**src/rtl/fg_pkg.sv**
```systemverilog
// Shared definitions for the function-generator blocks: waveform mode
// encodings, unity-gain constant and default widths shared with the timer.
package fg_pkg;

    // Default widths shared with the timer
    localparam int FG_PHASE_BW = 10;
    localparam int FG_DATA_BW  = 8;
    localparam int FG_AMP_BW   = 8;

    // Gain value that leaves the waveform unscaled
    localparam int AMP_UNITY = 1 << FG_AMP_BW;

    // Waveform mode encodings
    localparam logic [1:0] MODE_SQUARE = 2'd0;
    localparam logic [1:0] MODE_SAW    = 2'd1;
    localparam logic [1:0] MODE_TRI    = 2'd2;
    localparam logic [1:0] MODE_SINE   = 2'd3;

endpackage

```
**src/rtl/fg_wave_shaper_sine_lut.sv**
```systemverilog
// fg_sine_lut: quarter-wave sine magnitude ROM with a registered read.
// Entry i holds round((2^MAG-1) * sin(pi/2 * (i+0.5) / 2^IDX)); contents are
// computed at elaboration. One cycle of read latency.
module fg_sine_lut #(
    parameter int IDX_BITWIDTH = 8,
    parameter int MAG_BITWIDTH = 7
) (
    input  logic                    clk_i,
    input  logic                    rst_i,
    input  logic [IDX_BITWIDTH-1:0] idx_i,
    output logic [MAG_BITWIDTH-1:0] mag_o
);

    localparam int N = 1 << IDX_BITWIDTH;

    function automatic logic [MAG_BITWIDTH-1:0] sine_mag(input int idx);
        real full;
        real ang;
        full = real'((1 << MAG_BITWIDTH) - 1);
        ang  = 3.141592653589793 / 2.0 * (real'(idx) + 0.5) / real'(N);
        return MAG_BITWIDTH'($rtoi(full * $sin(ang) + 0.5));
    endfunction

    logic [MAG_BITWIDTH-1:0] rom [N];

    for (genvar g = 0; g < N; g++) begin : g_rom
        assign rom[g] = sine_mag(g);
    end

    // Registered ROM read
    always_ff @(posedge clk_i or posedge rst_i) begin
        if (rst_i) mag_o <= '0;
        else       mag_o <= rom[idx_i];
    end

endmodule

```
**src/rtl/fg_wave_shaper.sv**
```systemverilog
// fg_wave_shaper: turns the timer phase into a square / sawtooth / triangle /
// sine sample, applies gain and offset, saturates, and outputs an unsigned DAC
// code. Three register stages: waveform, scale, offset+clamp.
// Optional feature macro: FG_SINE_EN (sine ROM for mode 3; otherwise mode 3
// produces the triangle wave with identical latency).
//
// Handshake: a sample is accepted on a rising clk_i edge where
// phase_valid_i && enable_i. There is no back-pressure; one sample per cycle
// may be accepted. valid_o is high for exactly one cycle, three cycles after
// the accept, and data_o only changes in that cycle (held otherwise).
module fg_wave_shaper
    import fg_pkg::*;
#(
    parameter int PHASE_BITWIDTH = FG_PHASE_BW,
    parameter int DATA_BITWIDTH  = FG_DATA_BW,
    parameter int AMP_BITWIDTH   = FG_AMP_BW
) (
    input  logic                      clk_i,
    input  logic                      rst_i,
    input  logic                      enable_i,
    input  logic [PHASE_BITWIDTH-1:0] phase_i,
    input  logic                      phase_valid_i,
    input  logic [1:0]                mode_i,
    input  logic [PHASE_BITWIDTH-1:0] duty_i,
    input  logic [AMP_BITWIDTH:0]     amp_i,
    input  logic [DATA_BITWIDTH-1:0]  offset_i,
    output logic [DATA_BITWIDTH-1:0]  data_o,
    output logic                      valid_o
);

    localparam int P = PHASE_BITWIDTH;
    localparam int D = DATA_BITWIDTH;
    localparam int A = AMP_BITWIDTH;
    localparam logic [D+2:0] MID = (D+3)'(1 << (D-1));

    logic         accept;
    logic [D-1:0] t_c, u_c, v_c, w_c;

    // Stage 1 registers
    logic         v1;
    logic [D-1:0] w1;
    logic [A:0]   amp1;
    logic [D-1:0] ws1;

    // Stage 2 registers
    logic                 v2;
    logic [D+1:0]         s2;
    logic [D-1:0]         off2;
    logic signed [D+A+1:0] prod;

    logic [D+2:0] r_c;

    assign accept = phase_valid_i && enable_i;

    // Non-sine waveform from the incoming phase (mode 3 falls back to triangle)
    always_comb begin
        t_c = phase_i[P-1 -: D];
        u_c = phase_i[P-2 -: D];
        v_c = phase_i[P-1] ? ~u_c : u_c;
        w_c = {~v_c[D-1], v_c[D-2:0]};
        case (mode_i)
            MODE_SQUARE: w_c = (phase_i < duty_i) ? {1'b0, {(D-1){1'b1}}}
                                                  : {1'b1, {(D-1){1'b0}}};
            MODE_SAW:    w_c = {~t_c[D-1], t_c[D-2:0]};
            default:     ;
        endcase
    end

    // Stage 1: capture waveform and the gain that belongs to this sample
    always_ff @(posedge clk_i or posedge rst_i) begin
        if (rst_i) begin
            v1   <= 1'b0;
            w1   <= '0;
            amp1 <= '0;
        end else begin
            v1   <= accept;
            w1   <= w_c;
            amp1 <= amp_i;
        end
    end

`ifdef FG_SINE_EN
    logic         sine1;
    logic         neg1;
    logic [P-3:0] sine_idx;
    logic [D-2:0] m1;
    logic [D-1:0] mag_ext;

    // Odd quadrants read the quarter wave mirrored
    assign sine_idx = phase_i[P-3:0] ^ {(P-2){phase_i[P-2]}};

    fg_sine_lut #(
        .IDX_BITWIDTH(P-2),
        .MAG_BITWIDTH(D-1)
    ) u_sine (
        .clk_i (clk_i),
        .rst_i (rst_i),
        .idx_i (sine_idx),
        .mag_o (m1)
    );

    // Stage 1 sine controls travel alongside the ROM read
    always_ff @(posedge clk_i or posedge rst_i) begin
        if (rst_i) begin
            sine1 <= 1'b0;
            neg1  <= 1'b0;
        end else begin
            sine1 <= (mode_i == MODE_SINE);
            neg1  <= phase_i[P-1];
        end
    end

    assign mag_ext = {1'b0, m1};
    assign ws1     = sine1 ? (neg1 ? -mag_ext : mag_ext) : w1;
`else
    assign ws1 = w1;
`endif

    // Full-width signed product; amp is always non-negative
    assign prod = $signed({{(A+2){ws1[D-1]}}, ws1}) * $signed({{D{1'b0}}, amp1});

    // Stage 2: floor-shifted scaled sample plus offset
    always_ff @(posedge clk_i or posedge rst_i) begin
        if (rst_i) begin
            v2   <= 1'b0;
            s2   <= '0;
            off2 <= '0;
        end else begin
            v2   <= v1;
            s2   <= prod[A +: D+2];
            off2 <= offset_i;
        end
    end

    // Re-bias to unsigned and add the sign-extended offset
    assign r_c = {s2[D+1], s2} + {{3{off2[D-1]}}, off2} + MID;

    // Stage 3: saturate into the DAC code and pulse valid
    always_ff @(posedge clk_i or posedge rst_i) begin
        if (rst_i) begin
            valid_o <= 1'b0;
            data_o  <= MID[D-1:0];
        end else begin
            valid_o <= v2;
            if (v2) begin
                if (r_c[D+2])             data_o <= '0;
                else if (r_c[D+1:D] != 0) data_o <= '1;
                else                      data_o <= r_c[D-1:0];
            end
        end
    end

endmodule
```
**config.mk**
```make
export PLATFORM = sky130hd
export DESIGN_NAME = fg_wave_shaper
export DESIGN_NICKNAME = d
export VERILOG_FILES = /design/src/rtl/fg_pkg.sv /design/src/rtl/fg_wave_shaper_sine_lut.sv /design/src/rtl/fg_wave_shaper.sv
export SDC_FILE = /design/constraint.sdc
export NUM_CORES = 1
export LEC_CHECK = 0
export BUFFER_PORTS_ARGS = -buffer_cell sky130_fd_sc_hd__buf_2
export CAP_MARGIN = 40
export CORE_MARGIN = 3
export CORE_UTILIZATION = 60
export DETAILED_ROUTE_END_ITERATION = 8
export PLACE_DENSITY = 0.81
export SETUP_SLACK_MARGIN = 0.15
export SLEW_MARGIN = 20
export SYNTH_ARGS = -nofsm -noshare
export SYNTH_HDL_FRONTEND = slang
export SYNTH_HIERARCHICAL = 1
export SYNTH_SLANG_ARGS = --single-unit
export TNS_END_PERCENT = 5
```
**constraint.sdc**
```tcl
create_clock -name clk_i -period 7.05 [get_ports clk_i]
set_input_delay 0.3525 -clock clk_i [delete_from_list [all_inputs] [get_ports clk_i]]
set_output_delay 0.3525 -clock clk_i [all_outputs]
set_load 0.01 [all_outputs]
```
==> results of run 1 <==
registers in the layout (all words and copies together) (netlist names):
name	cells
valid_o	1
s2	10
data_o	8
w1	8
amp1	9
v1	1
v2	1
off2	8
Yosys cell counts, types with 2 or more instances:
| master | instances | area, sq um |
|---|---|---|
| o21ai_1 | 2 | 10.0 |
| clkbuf_1 | 2 | 7.51 |
| and2_1 | 46 | 288 |
| inv_1 | 64 | 240 |
| o21a_1 | 2 | 15.0 |
| xnor2_1 | 10 | 87.6 |
| a21o_1 | 11 | 82.6 |
| and3_1 | 2 | 12.5 |
| a221o_1 | 6 | 60.1 |
| nand3_1 | 4 | 20.0 |
| o211a_1 | 2 | 20.0 |
| nor3_1 | 4 | 20.0 |
| o2bb2ai_1 | 3 | 26.3 |
| nand2_1 | 26 | 97.6 |
| nor2_1 | 13 | 48.8 |
| o21ai_0 | 7 | 35.0 |
| fa_1 | 42 | 841 |
| xor2_1 | 14 | 123 |
| o21bai_1 | 2 | 15.0 |
| a31oi_1 | 2 | 12.5 |
| a21oi_1 | 19 | 95.1 |
| a22oi_1 | 5 | 37.5 |
| nand4_1 | 2 | 12.5 |
| nor2b_1 | 2 | 12.5 |
| ha_1 | 71 | 888 |
| nand2b_1 | 5 | 31.3 |
| dfrtp_1 | 45 | 1130 |
kinds of logic after synthesis:
family,Yosys count,synth area share
mux,1,0.00252
compound gates,72,0.119
simple gates,107,0.129
fa+ha+maj,113,0.388
xor+xnor,24,0.0471
flops,46,0.258
buf+inv,67,0.0564
power by group through the flow:
stage / clock, uW / sequential [uW] / combinational, uW
2_1_floorplan: 0 / 374 / 881
3_3_place_gp: 0 / 374 / 1070
3_5_place_dp: 0 / 377 / 1130
4_1_cts: 205 / 372 / 1150
5_1_grt: 215 / 379 / 1300
6_report: 201 / 372 / 1150
critical path, delay by kind of cell (launching register included):
kind / cells / cell delay (ps)
flip-flops: 1 / 430
AO/OA/AOI/OAI: 3 / 1070
XOR/XNOR: 1 / 160
buffers and inverters: 1 / 50
adder cells (fa/ha/maj): 5 / 2380
AND/OR/NAND/NOR: 3 / 550
layer usage:
layer  up-vias  wire (um)  GRT usage
li1       1548          -          -
met1      1566       3820      0.304
met2        68       4300      0.366
met3         4        347     0.0361
met4         0         43     0.0260
met5         -          0          0
path summary, 6_finish.rpt:
kind                                         from                 to  depth (start not counted)
worst max-delay path            amp1[0]$_DFF_PP0_    s2[9]$_DFF_PP0_                         13
worst min-delay path                        rst_i  off2[3]$_DFF_PP0_                          2
worst max register to register  amp1[0]$_DFF_PP0_    s2[9]$_DFF_PP0_                         13
worst min register to register       v1$_DFF_PP0_       v2$_DFF_PP0_                          0
max in group asynchronous                   rst_i    w1[0]$_DFF_PP0_                          3
min in group clk_i                    offset_i[3]  off2[3]$_DFF_PP0_                          1
through the flow:
step / instance area, sq um / hold WS (ps) / total power (uW)
floorplan: 4460 / 331 / 1250
finish: 4950 / 50.2 / 1720
CTS: 4950 / 61.0 / 1720
global placement: 4820 / 334 / 1440
global route: 4950 / 91.3 / 1900
detailed placement: 4840 / 348 / 1500
final cells by class:
type / count / area, sq um / share of cell area
repair buffers: 52 / 275 / 0.0556
inverters: 64 / 240 / 0.0485
clock buffers: 6 / 72.6 / 0.0146
flip-flops and latches: 46 / 1150 / 0.233
clock inverters: 2 / 37.5 / 0.00758
multi-input cells: 317 / 3060 / 0.617
well taps: 96 / 120 / 0.0242
==> results.py, run 1 <==
metrics = {
    "global_routing": {
        "grt.total_usage": 0.217,
        "grt_remaining_overflow": 0,
        "largest_net_degree_at_the_start_of_global_routing": 26,
        "grt_pass1_wl_um": 14900,
        "vias_in_the_first_global_route": 3234,
        "grt_antenna_before_repair": 0,
    },
    "power_and_ir_drop": {
        "comb_power_share": 0.667,
        "power.share.sequential": 0.216,
        "p_sw_frac": 0.448,
        "clock_power_share": 0.117,
        "power.internal_uw": 951,
        "netSwitchingPower_uw": 771,
        "vdd.ir_drop.worst_mv": 0.202,
        "power_density_normalized_to_cell_area_nw_per_um2": 348,
        "cellLeakagePower_uw": 0.00269,
    },
    "layout": {
        "layout.cells.most_common_list": "ha_1 (71), inv_1 (63), buf_2 (51)",
        "layout.cells.most_common": "ha_1",
        "layout-area-overhead-vs-synth_pct": 11.1,
        "antenna_cells_inserted": 0,
        "post_layout_nonfiller_instances": 583,
        "final_layout_size_suffix_gt1_frac": 0.140,
        "final_net_count": 642,
        "final_core_util": 0.710,
        "fillerInstances": 547,
    },
    "clock_network": {
        "max-clock-path-buffers": 2,
        "hold_buffers": 0,
        "post_cts.repair.setup_buffers": 0,
        "cts_buffers": 5,
        "clock_sink_count": 46,
        "insertion_delay_ps": 310,
        "cts_root_buffer": "clkbuf_8",
        "cts_tree": "done",
        "post_cts_resize_count": 0,
        "worst_setup_hold_path_clk_slew_ps": 90,
        "clock_tree.htree_level_count": 2,
    },
    "timing": {
        "setup_viol": 0,
        "timing_hold_violations_final": 0,
        "final.setup_skew_ps": 9.41,
        "period_minus_slack_ps": 4780,
        "rsz0062_at_grt": "false",
        "tightest_slew_ps": 580,
        "setup_tns_ps": 0,
        "maxClockFrequency_mhz": 209,
        "min_period_over_period": 0.678,
        "final-max-slew-violation-count": 0,
        "maxSlewHeadroom": 0.607,
        "fin_ws_ps": 2270,
    },
    "floorplanning": {
        "floorplan.die_area_sq_um": 8500,
        "core_area_sq_um": 6980,
        "io_count": 52,
        "die_width_um": 92.2,
        "rows": 30,
        "floorplan.initialDensity": 0.639,
        "fp.dieH_um": 92.2,
    },
    "yosys": {
        "syn-mean-instance-area_sq_um": 10.4,
        "synthCells": 430,
        "yosys_most_used_dff": "dfrtp_1",
        "postSynth.asyncResetShare": 1.00,
        "netlist_area_sq_um": 4460,
        "synth-seq-cells": 46,
        "synth.net_count": 586,
        "synth_cell_types": 44,
        "synth.yosys.warnings": 6,
        "synth.yosys.seq_area_share": 0.258,
        "synth_enable_flop_cells": 0,
    },
    "outcome": {
        "outcome": "complete, no violations",
    },
    "place": {
        "placement.setup.worst_slack_ps": 2300,
        "io_buffer_count": 51,
        "dp.final_hpwl_um": 7030,
        "globalplace.congestion": 0.841,
        "place_inst": 575,
    },
    "worst_setup_path": {
        "worst_path_largest_cell_delay_ps": 550,
        "timing.critical_path.required_ps": 7240,
        "worst_setup_path_end_kind": "register",
        "worst_path_max_delay_cell": "fa_1",
        "reg2reg_setup_slack_ps": 2270,
        "worstPathCellList": "nand2b_1, fa_1, fa_1, inv_1, fa_1, fa_1, ha_1, and4b_1, a221oi_2, nor3b_2, a311oi_4, o221ai_2, xnor2_1",
        "critical_path.most_common_cell": "fa_1",
        "critical_path_peak_fanout": 7,
        "cp.arrival_ps": 4970,
        "startpoint_type": "register",
        "critical_path_class": "reg -> reg",
    },
    "routing": {
        "ant_nets": 0,
        "initialDrtViolationCount": 116,
        "number_of_design_rule_violations_left_after_detail_routing": 0,
        "wirelength_um": 8510,
        "routed-via-count": 3186,
        "drt-wirelength-per-cell_um": 14.6,
        "via_per_inst": 5.46,
        "drt_pre_antenna_iters": 4,
    },
    "run": {
        "max_cap_violations": 0,
    },
    "min_path": {
        "hold_class": "in -> async",
    },
}
Note: power is estimated with default switching activity, not from simulation.
==> inputs of run 2 (changes only) <==
- ABC_AREA: not set -> 1
- CORE_UTILIZATION: 60 -> 55
- PLACE_DENSITY: 0.81 -> 0.77
- clock period: 7.05 -> 4.3 ns (I/O delays scaled with it)
==> run 2 against run 1 <==
Clock skew up 1.5 ps. Non-clock buffer count up 3. Cell count up 34%. Largest cell class unchanged.
==> results.py, run 2 <==
metrics = {
    "routing": {
        "drt-wirelength-per-cell_um": 12.6,
        "number_of_design_rule_violations_left_after_detail_routing": 0,
        "routed-via-count": 3989,
        "drt_pre_antenna_iters": 5,
        "via_per_inst": 5.09,
        "wirelength_um": 9900,
        "ant_nets": 0,
        "initialDrtViolationCount": 164,
    },
    "yosys": {
        "synth_adder_area_share": 0.350,
        "synth.yosys.warnings": 6,
        "main_combinational_cell_family_by_area_after_synthesis": "adder cells",
        "synth.net_count": 788,
        "postSynth.asyncResetShare": 1.00,
        "fraction_of_the_mapped_netlist_area_in_simple_logic_gates": 0.224,
        "yosys_most_used_dff": "dfrtp_1",
        "syn-mean-instance-area_sq_um": 7.82,
        "netlist_area_sq_um": 4940,
        "yosys.cell_count.top_type": "nand2_1",
        "synth-seq-cells": 46,
        "synthCells": 632,
        "synth_cell_types": 35,
        "synth.largest_area_cell": "dfrtp_1",
        "synth.yosys.seq_area_share": 0.233,
        "synth_enable_flop_cells": 0,
        "yosys-top-cells-area": "dfrtp_1 (23%), ha_1 (18%), fa_1 (17%)",
        "synth_compound_gate_area_share": 0.0577,
        "synth-xor-area-share": 0.0159,
        "most_frequent_cells_after_synthesis": "nand2_1 (176), inv_1 (137), ha_1 (71), dfrtp_1 (45), fa_1 (42)",
        "synth_top_area_frac": 0.228,
        "synth.area.mux_share": 0,
    },
    "floorplanning": {
        "fp.dieH_um": 101,
        "floorplan.initialDensity": 0.584,
        "core_area_sq_um": 8460,
        "rows": 33,
        "floorplan.die_area_sq_um": 10200,
        "die_width_um": 101,
        "io_count": 52,
    },
    "clock_network": {
        "insertion_delay_ps": 300,
        "clock_sink_count": 46,
        "cts_tree": "done",
        "clock_tree.htree_level_count": 2,
        "cts_root_buffer": "clkbuf_8",
        "max-clock-path-buffers": 2,
        "worst_setup_hold_path_clk_slew_ps": 90,
        "cts_buffers": 5,
    },
    "place": {
        "dpl-instance-area_sq_um": 5290,
        "io_buffer_count": 51,
        "dp.final_hpwl_um": 8570,
        "placement.setup.worst_slack_ps": 135,
        "globalplace.congestion": 0.877,
        "place_inst": 773,
    },
    "timing": {
        "final.setup_skew_ps": 10.9,
        "setup_viol": 0,
        "timing_hold_violations_final": 0,
        "final-max-slew-violation-count": 0,
        "maxSlewHeadroom": 0.727,
        "maxClockFrequency_mhz": 251,
        "rsz0062_at_grt": "true",
        "fin_ws_ps": 322,
        "setup_tns_ps": 0,
        "period_minus_slack_ps": 3980,
        "tightest_slew_ps": 409,
        "min_period_over_period": 0.925,
    },
    "power_and_ir_drop": {
        "power_density_normalized_to_cell_area_nw_per_um2": 578,
        "vdd.ir_drop.worst_mv": 0.313,
        "cellLeakagePower_uw": 0.00334,
    },
    "layout": {
        "layout_top_registers": "s2: 10 flops, amp1: 9 flops",
        "area_used_by_multi_input_combinational_logic_sq_um": 3220,
        "layout-area-overhead-vs-synth_pct": 10.3,
        "registers.top_by_ff_count": "s2",
        "max_reg_flops": 10,
        "antenna_cells_inserted": 0,
        "layout.cells.most_common": "nand2_1",
        "post_layout_nonfiller_instances": 783,
        "fillerInstances": 772,
        "final_area_sq_um": 5450,
        "register_area_sq_um": 1160,
        "layout.cells.most_common_list": "nand2_1 (175), inv_1 (136), ha_1 (71)",
        "final_layout_size_suffix_gt1_frac": 0.139,
        "final_net_count": 833,
    },
    "global_routing": {
        "grt.total_usage": 0.205,
        "vias_in_the_first_global_route": 3785,
        "largest_net_degree_at_the_start_of_global_routing": 30,
        "grt_pass1_wl_um": 16800,
        "grt_remaining_overflow": 0,
        "grt_antenna_before_repair": 0,
    },
    "min_path": {
        "hold_class": "in -> reg",
    },
    "worst_setup_path": {
        "cp.arrival_ps": 4180,
        "critical_path_class": "reg -> reg",
        "worst_setup_path_end_kind": "register",
        "startpoint_type": "register",
        "critical_path_peak_fanout": 9,
        "timing.critical_path.required_ps": 4500,
    },
    "outcome": {
        "outcome": "complete, no violations",
    },
    "run": {
        "max_cap_violations": 0,
    },
}
==> run 2: what timing repair did <==
action	in CTS	in global routing
endpoints found under the setup margin	5	8
endpoints found under the hold margin	17	0
setup buffers	0	1
gates cloned	0	0
gates resized for setup	1	15
hold buffers	1	0
==> run 2: cells by family (layout without fill, tap and decap cells) <==
kind of cell / Yosys count / count (layout)
xor gates and xnor gates: 9 / 9
and+or+nand+nor: 255 / 255
DFF: 46 / 46
adders and majority gates: 113 / 113
buffers and inverters: 157 / 203
AOI/OAI and AO/OA: 52 / 52
==> run 2: layout make-up <==
type,count,area share
Tap cell,105,0.0241
Timing Repair Buffer,55,0.0551
Multi-Input combinational cell,429,0.591
Inverter,140,0.0968
Clock inverter,2,0.00688
Clock buffer,6,0.0133
Sequential cell,46,0.213
==> run 2: per-stage QoR <==
step,total power [uW],utilization,hold WS (ps)
2_1_floorplan,2290,-,246
3_3_place_gp,2730,0.623,323
3_5_place_dp,2780,0.625,228
4_1_cts,3130,0.640,7.40
5_1_grt,3530,0.644,0.673
6_report,3150,0.644,13.2
==> run 2: final timing paths <==
| path | start | end | slack [ps] | cells past startpoint |
|---|---|---|---|---|
| max in group asynchronous | rst_i | data_o[7]$_DFFE_PP1P_ | 3300 | 4 |
| min reg2reg | v1$_DFF_PP0_ | v2$_DFF_PP0_ | 360 | 0 |
| max reg2reg | w1[7]$_DFF_PP0_ | s2[9]$_DFF_PP0_ | 320 | 15 |
| min | amp_i[6] | amp1[6]$_DFF_PP0_ | 10 | 1 |
| min in group asynchronous | rst_i | w1[2]$_DFF_PP0_ | 450 | 3 |
| max | w1[7]$_DFF_PP0_ | s2[9]$_DFF_PP0_ | 320 | 15 |
==> run 2: metal layers <==
layer  vias to the layer above  GRT usage  part of all wire
met3                        14     0.0291             0.057
met5                         -          0                 0
met2                       103      0.318              0.47
met1                      1867      0.306              0.46
li1                       2005          -                 -
met4                         0     0.0446             0.012
==> run 2: worst max-delay path: stages (launching register included) <==
cell	delay [ps]
dfrtp_1	430
inv_4	120
nor2_1	70
fa_1	510
fa_1	520
fa_1	550
inv_1	50
fa_1	530
inv_1	40
ha_1	340
a21oi_1	200
o21bai_1	120
a21oi_1	210
nand2_1	70
nand2_1	60
nand2_1	40
==> run 2: power by group <==
part           total, uW  internal, uW  switching, uW
Sequential           614           548           66.3
Clock                321           174            147
Combinational       2220           855           1360
==> inputs of run 3 (changes only) <==
- CORE_UTILIZATION: 55 -> 47
- PLACE_DENSITY: 0.77 -> 0.68
==> run 3 against run 2 <==
Worst hold slack better by 83 ps. Sequential power hardly changed. Flip-flop and latch count stayed put. Clock skew is 3.5 ps higher. Largest power group unchanged. Register-to-register slack worse by 30 ps. Total power is 0.75% higher. Die area is 16% higher. Non-clock buffer count is 21 higher. Cell area is 4.4% higher. Setup slack worse by 27 ps. Via count is 1.3% higher. Routed wire length is 3.4% higher.
==> results.py, run 3 (synthesized netlist as in run 2, its figures left out) <==
metrics = {
    "timing": {
        "min_period_over_period": 0.931,
        "rsz0062_at_grt": "true",
        "final-max-slew-violation-count": 0,
        "tightest_slew_ps": 405,
        "maxClockFrequency_mhz": 250,
        "setup_viol": 0,
        "fin_ws_ps": 295,
        "fin_worst_hold_slack_ps": 96.1,
        "setup_tns_ps": 0,
        "maxSlewHeadroom": 0.730,
        "period_minus_slack_ps": 4010,
        "timing_hold_violations_final": 0,
        "final.setup_skew_ps": 14.3,
    },
    "worst_setup_path": {
        "critical_path.startpoint": "amp1[0]$_DFF_PP0_",
        "startpoint_type": "register",
        "critical_path_peak_fanout": 6,
        "critical_path_class": "reg -> reg",
        "worst_setup_path_end_kind": "register",
        "r2r_start": "amp1[0]$_DFF_PP0_",
        "cp.arrival_ps": 4230,
        "timing.critical_path.required_ps": 4520,
    },
    "place": {
        "globalplace.congestion": 0.846,
        "dp.final_hpwl_um": 8450,
        "placement.setup.worst_slack_ps": 136,
        "io_buffer_count": 51,
    },
    "min_path": {
        "hold_class": "in -> reg",
        "timing.hold.worst.start": "enable_i",
    },
    "global_routing": {
        "grt_pass1_wl_um": 17500,
        "grt_remaining_overflow": 0,
        "grt.total_usage": 0.186,
        "grt_antenna_before_repair": 0,
        "vias_in_the_first_global_route": 3852,
        "largest_net_degree_at_the_start_of_global_routing": 30,
    },
    "clock_network": {
        "clock_sink_count": 46,
        "clock_tree.htree_level_count": 2,
        "cts_tree": "done",
        "cts_root_buffer": "clkbuf_8",
        "cts_buffers": 5,
        "max-clock-path-buffers": 2,
        "worst_setup_hold_path_clk_slew_ps": 100,
        "insertion_delay_ps": 320,
    },
    "layout": {
        "area_used_by_multi_input_combinational_logic_sq_um": 3210,
        "max_reg_flops": 10,
        "register_area_sq_um": 1160,
        "layout-area-overhead-vs-synth_pct": 15.1,
        "layout_top_registers": "s2: 10 flops, amp1: 9 flops",
        "antenna_cells_inserted": 0,
        "registers.top_by_ff_count": "s2",
        "final_layout_size_suffix_gt1_frac": 0.144,
        "fillerInstances": 947,
        "layout.cells.most_common_list": "nand2_1 (174), inv_1 (136), ha_1 (71)",
        "layout.cells.most_common": "nand2_1",
        "final_net_count": 854,
    },
    "floorplanning": {
        "io_count": 52,
        "core_area_sq_um": 10000,
        "rows": 36,
        "floorplan.initialDensity": 0.494,
        "floorplan.die_area_sq_um": 11800,
        "fp.dieH_um": 109,
        "die_width_um": 109,
    },
    "routing": {
        "wirelength_um": 10200,
        "ant_nets": 0,
        "drt-wirelength-per-cell_um": 12.3,
        "routed-via-count": 4041,
        "number_of_design_rule_violations_left_after_detail_routing": 0,
        "via_per_inst": 4.86,
        "initialDrtViolationCount": 226,
        "drt_pre_antenna_iters": 5,
    },
    "power_and_ir_drop": {
        "power.internal_uw": 1590,
        "power_density_normalized_to_cell_area_nw_per_um2": 558,
        "comb_power_share": 0.695,
        "power.share.sequential": 0.194,
        "design_power_total_uw": 3180,
        "vdd.ir_drop.worst_mv": 0.283,
        "clock_power_share": 0.111,
        "cellLeakagePower_uw": 0.00343,
        "netSwitchingPower_uw": 1590,
        "p_sw_frac": 0.500,
    },
    "run": {
        "max_cap_violations": 0,
    },
    "outcome": {
        "outcome": "complete, no violations",
    },
}
[run 3: layout make-up]
cell class / count / area share
clock buffers: 5 / 0.0121
clock inverters: 3 / 0.00836
inverters: 140 / 0.0928
multi-input cells: 429 / 0.565
flip-flops and latches: 46 / 0.205
well taps: 133 / 0.0292
repair buffers: 76 / 0.0880
[run 3: worst paths after layout]
| check | end | slack, ps | depth (start not counted) |
|---|---|---|---|
| min | v1$_DFF_PP0_ | 100 | 3 |
| min reg2reg | v2$_DFF_PP0_ | 370 | 0 |
| max | s2[8]$_DFF_PP0_ | 290 | 14 |
| min in group asynchronous | w1[4]$_DFF_PP0_ | 430 | 3 |
| max in group asynchronous | data_o[7]$_DFFE_PP1P_ | 3330 | 4 |
| max reg2reg | s2[8]$_DFF_PP0_ | 290 | 14 |
[run 3: routing by layer]
metal,vias to the layer above,part of all wire,global-route usage
met1,1858,0.45,0.263
met3,10,0.059,0.0310
met5,-,0,0
li1,2052,-,-
met2,121,0.48,0.302
met4,0,0.0099,0.0397
[run 3: metrics by stage]
step            util  cells  cell area [sq um]
3_5_place_dp   0.533    801               5330
4_1_cts        0.563    827               5630
5_1_grt        0.569    832               5690
2_1_floorplan      -    632               4940
3_3_place_gp   0.531    800               5310
6_report       0.569    832               5690
[run 3: power groups by stage]
stage	registers, uW	logic, uW	clock network [uW]
2_1_floorplan	604	1690	0
6_report	616	2210	352
4_1_cts	615	2170	362
3_3_place_gp	623	2100	0
3_5_place_dp	623	2140	0
5_1_grt	626	2540	381
[run 3: timing repair]
item                       CTS  global route
hold buffers                18             0
hold endpoints to repair    34             0
setup endpoints to repair    1             7
setup buffers                0             5
resized for setup            1            17
pin swaps                    0             1
[run 3: critical path, stage by stage (launching register included)]
cell and delay (ps):
dfrtp_2 460, inv_1 130, nand2_1 120, fa_1 520, fa_1 550, inv_1 60
fa_1 500, fa_1 490, ha_1 370, a21oi_1 260, nand2_1 180, nand2_1 130
nand2_1 50, nand2_1 50, nand2_1 50
